==> config.mk <==
export PLATFORM = sky130hd
export DESIGN_NAME = operand_regfile
export DESIGN_NICKNAME = d
export VERILOG_FILES = /design/src/rtl/operand_regfile.sv
export SDC_FILE = /design/constraint.sdc
export NUM_CORES = 2
export LEC_CHECK = 0
export CORE_ASPECT_RATIO = 0.7
export CORE_MARGIN = 1.5
export CORE_UTILIZATION = 45
export DETAILED_ROUTE_END_ITERATION = 12
export MAX_ROUTING_LAYER = met4
export SYNTH_ARGS = -nofsm -noshare
export SYNTH_HDL_FRONTEND = slang
export SYNTH_SLANG_ARGS = --single-unit
==> constraint.sdc <==
create_clock -name clk -period 2.23 [get_ports clk]
set_input_delay 0.446 -clock clk [delete_from_list [all_inputs] [get_ports clk]]
set_output_delay 0.446 -clock clk [all_outputs]
set_load 0.005 [all_outputs]
==> src/rtl/operand_regfile.sv <==
// Dual-bank (GPR/FPR) operand register file with registered reads, write-through bypass
// and the FP condition-code flag.
module operand_regfile #(
  parameter int unsigned DATA_W   = 32,
  parameter int unsigned NUM_REGS = 32,
  parameter int unsigned ADDR_W   = $clog2(NUM_REGS)
) (
  input  logic              clk,
  input  logic              rst,
  input  logic              rd_req,
  input  logic [ADDR_W-1:0] ra_addr,
  input  logic              ra_float,
  input  logic [ADDR_W-1:0] rb_addr,
  input  logic              rb_float,
  output logic              rd_valid,
  output logic [DATA_W-1:0] operand_a,
  output logic [DATA_W-1:0] operand_b,
  input  logic              wr_en,
  input  logic              wr_float,
  input  logic [ADDR_W-1:0] wr_addr,
  input  logic [DATA_W-1:0] wr_data,
  input  logic              cc_we,
  input  logic              cc_in,
  output logic              fp_cc_q
);

  logic [DATA_W-1:0] gpr_q [NUM_REGS];
  logic [DATA_W-1:0] fpr_q [NUM_REGS];
  logic [DATA_W-1:0] operand_a_q, operand_b_q;
  logic [DATA_W-1:0] operand_a_d, operand_b_d;
  logic              rd_valid_q;
  logic              cc_q;

  logic wr_ok;
  logic ra_ok, rb_ok;

  // GPR0 is hardwired zero; out-of-range indices are never stored or read.
  always_comb begin
    wr_ok = wr_en && (32'(wr_addr) < NUM_REGS) && !(!wr_float && (wr_addr == '0));
    ra_ok = (32'(ra_addr) < NUM_REGS) && !(!ra_float && (ra_addr == '0));
    rb_ok = (32'(rb_addr) < NUM_REGS) && !(!rb_float && (rb_addr == '0));
  end

  always_comb begin
    operand_a_d = '0;
    if (ra_ok) begin
      if (wr_ok && (wr_float == ra_float) && (wr_addr == ra_addr)) begin
        operand_a_d = wr_data;
      end else begin
        operand_a_d = ra_float ? fpr_q[ra_addr] : gpr_q[ra_addr];
      end
    end
  end

  always_comb begin
    operand_b_d = '0;
    if (rb_ok) begin
      if (wr_ok && (wr_float == rb_float) && (wr_addr == rb_addr)) begin
        operand_b_d = wr_data;
      end else begin
        operand_b_d = rb_float ? fpr_q[rb_addr] : gpr_q[rb_addr];
      end
    end
  end

  always_ff @(posedge clk) begin
    if (rst) begin
      for (int i = 0; i < int'(NUM_REGS); i++) begin
        gpr_q[i] <= '0;
        fpr_q[i] <= '0;
      end
      cc_q        <= 1'b0;
      rd_valid_q  <= 1'b0;
      operand_a_q <= '0;
      operand_b_q <= '0;
    end else begin
      if (wr_ok) begin
        if (wr_float) begin
          fpr_q[wr_addr] <= wr_data;
        end else begin
          gpr_q[wr_addr] <= wr_data;
        end
      end
      if (cc_we) begin
        cc_q <= cc_in;
      end
      rd_valid_q <= rd_req;
      // Operands hold their last value when no read is requested.
      if (rd_req) begin
        operand_a_q <= operand_a_d;
        operand_b_q <= operand_b_d;
      end
    end
  end

  assign rd_valid  = rd_valid_q;
  assign operand_a = operand_a_q;
  assign operand_b = operand_b_q;
  assign fp_cc_q   = cc_q;

endmodule

# Word-level counts from Yosys, hierarchy flattened
# Memory sizes are Yosys's and may differ from the RTL's.
# Cells that the tools add are included.
[totals]
register_bits = 66
memories = 2
word_cells = 49
mem_bits_rw = 2048
output_inout_bits = 66
in_bits = 56
[classes]
n_eq_ne = 4
reduce_logical = 17
mux = 22
[memory_table]
columns = ["name", "words", "word_bits", "rd", "rd_ports_with_merged_regs", "write_ports", "line_no", "text"]
rows = [
  ["fpr_q", 32, 32, 2, 0, 32, "28", "logic [DATA_W-1:0] fpr_q [NUM_REGS];"],
  ["gpr_q", 32, 32, 2, 0, 32, "27", "logic [DATA_W-1:0] gpr_q [NUM_REGS];"],
]
[ops]
columns = ["op", "n"]
rows = [
  ["$mux 32", 8],
  ["$reduce_or 32->1", 2],
  ["$logic_not 5->1", 3],
  ["$mux 1", 12],
  ["$eq 5x5->1", 2],
  ["$mux 5", 2],
  ["$logic_and 1x1->1", 8],
  ["$logic_not 1->1", 4],
  ["$eq 1x1->1", 2],
]

# Depth between registers and ports, before layout
[logic_depth]
word_depth = 9
mapped_depth = 12
mapped_depth_nobuf = 6

# Worst setup path after synthesis
# OpenSTA, ideal clock, no wires.
[synth_timing]
path_type = "in2reg"
from = "in wr_addr[1]"
to = "mem fpr_q[29][0] (enable)"
path_slack_ns = -0.120
required_time_ns = 1.855
arrival_time_ns = 1.975
path_stages = 5
n_path_buf = 1
setup_ns = 0.375
cell_sequence = "clkbuf_1 > nor3b_1 > nand3_1 > nor2_1 > or2_2"
[synth_lines]
columns = ["item", "line_no", "text"]
rows = [
  ["start, declared", "20", "input logic [ADDR_W-1:0] wr_addr,"],
  ["end, declared", "28", ""],
]

# Final worst setup path
[layout_timing]
from = "in rb_addr[2]"
to = "reg operand_b_q[27] (netlist: operand_b[27])"
[layout_via]
elab_chain_cells = 4
word_cells_on_any_way = 9
cone_classes = "eq/ne: 1; mux: 3; reduce/logical: 3; memory: 2"
[layout_rtl]
columns = ["item", "line_no", "text"]
rows = [
  ["start, declared", "13", "input logic [ADDR_W-1:0] rb_addr,"],
  ["$mem_v2 32x32 (tied with other cells)", "--", ""],
  ["$mux 32 / $logic_and 1x1->1 (equally long branches)", "61, 58", ""],
  ["$mux 32", "58", "if (wr_ok && (wr_float == rb_float) && (wr_addr == rb_addr)) begin"],
  ["$mux 32 *", "57", "if (rb_ok) begin"],
  ["end signal, assigned", "91", "operand_b_q <= operand_b_d;"],
  ["end, declared", "29", "logic [DATA_W-1:0] operand_a_q, operand_b_q;"],
]
# Every way passes the cells marked *; elsewhere a longest branch is shown, timed or not.
# A chain may end at the register's enable or synchronous reset.

==> metrics <==
critical path type=in2reg; latest clock arrival within the worst-skew pair=920 ps; Port-buffer cells=121; maximum vdd drop=656 uV; CTS buffer count=218; Sw Share=26.5%; worst hold start=wr_data[8]; CTS Buffer Depth=4; share of power burned in registers=47.2%; Initial Util=45.2%; Startpoint Class=primary input; Comb pwr share=15.1%; Layout Area Growth over Synthesis=21.7%; Max Cap Viol=0; Post-synth EDFFs=2048; actual slew at the worst max-slew pin=1050 ps; max-slew violations=0; share of cells above drive strength 1=33.1%; vias in the first global route=76053; YS warnings=0; sequential share of the synthesized area=55.9%; Root Buffer=clkbuf_16; clock slew at reported path FFs=70 ps; DR WL/cell=38.4 um; CTS H-tree depth=4; status=finished, violations left; cell area after synthesis=112000 um^2; Setup-failing EPs final=6; CP Launch Point=rb_addr[2]; Vias=79451; RSZ-0062 raised after global routing=no; largest net degree at the start of global routing=77; hpwl dp=344000 um; Total Power=99500 uW; top post-synthesis cells by area=edfxtp_1 (55%), mux4_2 (18%), and2_1 (11%), mux2i_1 (2.7%), a22oi_1 (1.8%); CP Data Arrival Time=3120 ps; Hold-fix buffers, CTS=0; CP max stage delay=860 ps; largest fanout on the critical path=16; Final Hold Vio Count=0; post-synthesis register bit count=2114; first-pass GRT wire length=639000 um; fin nets=8773; skew final=57.3 ps; Top FF cell, synth=edfxtp_1; core area=248000 um^2; 1st-iter DRT viols=13198; setup ws final=-71.4 ps; violated checks=negative setup slack; DRT antenna net count=0; P_int=73200 uW; Worst Path Required=3050 ps; largest area contributor in the netlist=edfxtp_1; row cnt=153; Async SR Flop Fraction=0%; TritonCTS clock tree=done; Min Hold Slack=51.5 ps; worst reg2reg startpoint=fpr_q[0][19]; CP bufs+invs=5; Critical Path, Cell by Cell=buf_8, buf_4, nor3_1, buf_4, a22oi_1, buf_4, a41oi_1, buf_4, a311oi_1, a211oi_1; unique cell type count in the Yosys netlist=77; Crit. End Element=register; cell with the most instances after synthesis=edfxtp_1; DRT Pass-1 Iters=6; CP most frequent cell=buf_4; clock power share=37.8%; Slew HR=29.5%; Gate Count Post-Synth=7755; Min-Delay Path Class=in2reg; DRC Markers=0; CTS Sinks=2114; most frequent cells after synthesis=edfxtp_1 (2048), and2_1 (2026), mux4_2 (895), clkbuf_1 (540), mux2i_1 (301); DRT Wirelength=471000 um; fmax=435 MHz; io pins=122; global route overflow=0; slowest CP cell=nor3_1; cell family with most CP delay=buffers and inverters; fin crit share=103%; P per Cell Area=728 nW/um^2; Switch Pwr=26300 uW; share of the synthesized area in the top cell type=54.8%; Die Y=421 um; GP Congestion=1.05; leakage power=0.0497 uW; Total GRT Usage=38.1%; initial antenna violation count=64; Tmin final=2300 ps; syn avg cell area=14.5 um^2; vias per cell=6.48; Die Area=253000 um^2; chip width=600 um
-- cells in the final DEF, fill, tap and decap left out, types with 14 or more instances in the layout --
cell | synthesis | routed
edfxtp_1 | 2048 | 2048
and2_1 | 2026 | 2024
buf_4 | 95 | 1059
mux4_2 | 895 | 895
buf_12 | 1 | 368
mux2i_1 | 301 | 300
a22oi_1 | 276 | 264
clkbuf_16 | 0 | 219
nand2_1 | 210 | 209
o22ai_1 | 121 | 116
a21oi_1 | 86 | 84
nor2_1 | 154 | 81
nand3_1 | 77 | 77
dlygate4sd2_1 | 0 | 63
nor2_2 | 2 | 61
o21ai_1 | 49 | 49
a211oi_1 | 50 | 48
clkbuf_1 | 540 | 48
dfxtp_4 | 0 | 46
o21ai_0 | 42 | 41
or2_4 | 0 | 39
clkinv_1 | 1 | 39
nand2b_1 | 38 | 38
diode_2 | 0 | 37
clkinv_2 | 0 | 37
nand4_1 | 36 | 36
buf_2 | 128 | 35
nor2b_1 | 42 | 34
nor3_1 | 35 | 34
a221oi_1 | 36 | 33
conb_1 | 1 | 32
or2_2 | 69 | 30
a22o_1 | 30 | 29
inv_1 | 33 | 26
bufinv_16 | 0 | 26
a31oi_1 | 25 | 22
o31a_1 | 15 | 15
nor2_4 | 0 | 14
clkdlybuf4s50_1 | 0 | 14
-- cells by family (layout without fill, tap and decap cells) --
| kind of cell | after synthesis | after routing | share of synthesized area [%] |
|---|---|---|---|
| DFF | 2114 | 2114 | 55.9 |
| buffers and inverters | 873 | 1972 | 3.75 |
| xor gates and xnor gates | 12 | 12 | 0.0936 |
| muxes | 1206 | 1206 | 20.8 |
| and+or+nand+nor | 2734 | 2734 | 14.3 |
| AOI/OAI and AO/OA | 815 | 815 | 5.06 |
| other | 1 | 69 | 0.00334 |
-- sequential cells by signal (all words and copies together), names as in the netlist --
register and cells:
fp_cc_q 1, fpr_q 1024, operand_a 32, rd_valid 1, operand_b 32, gpr_q 1024
-- power by group through the flow --
| stage | registers, uW | clock network, uW | logic (uW) |
|---|---|---|---|
| 2_1_floorplan | 47100 | 0 | 6910 |
| 3_3_place_gp | 47600 | 0 | 14400 |
| 3_5_place_dp | 47700 | 0 | 14400 |
| 4_1_cts | 46900 | 37700 | 14500 |
| 5_1_grt | 47100 | 39100 | 15200 |
| 6_report | 46900 | 37600 | 15000 |
-- worst paths after layout --
kind | to | slack [ps] | depth (start not counted)
min reg2reg | fp_cc_q | 520 | 2
max reg2reg | operand_a[19] | -20 | 7
max | operand_b[27] | -70 | 10
min | operand_b[8] | 50 | 3
-- routing by layer --
metal | vias up | global-route usage, % | wire length [um] | share of wire, %
li1 | 31557 | - | - | -
met1 | 41206 | 52.5 | 183000 | 39
met2 | 5894 | 50.0 | 192000 | 41
met3 | 794 | 15.1 | 73900 | 16
met4 | 0 | 14.7 | 21300 | 4.5
met5 | - | - | 0 | 0
-- final cells by class --
class / instances / area, um^2
clock buffer: 272 / 5730
multi-input combinational: 4799 / 46000
fill: 19902 / 112000
tap: 3332 / 4170
antenna: 37 / 92.6
sequential: 2114 / 63000
inverter: 34 / 138
clock inverter: 116 / 1230
timing repair buffer: 1550 / 16300
-- worst min-delay path, delay by kind of cell --
kind / cells / cell delay, ps
AO/OA/AOI/OAI: 2 / 260
buffers and inverters: 1 / 200
-- timing repair --
item	in CTS	in global routing
gates resized for setup	195	34
pin swaps	1	6
buffers inserted	1	0
setup endpoints to repair	82	42
hold endpoints to repair	0	0
-- stage by stage --
step / worst slack, ps / util (%) / TNS, ps / std cells / area, um^2
2_1_floorplan: -17.3 / - / -94.5 / 7786 / 113000
3_3_place_gp: -1380 / 52.1 / -1837370 / 11828 / 129000
3_5_place_dp: -1390 / 52.1 / -1866170 / 11828 / 129000
4_1_cts: 1.65 / 55.0 / 0 / 12217 / 136000
5_1_grt: 0.865 / 55.0 / 0 / 12243 / 137000
6_report: -71.4 / 55.1 / -177 / 12254 / 137000
Power figures use the tool's default switching activity.
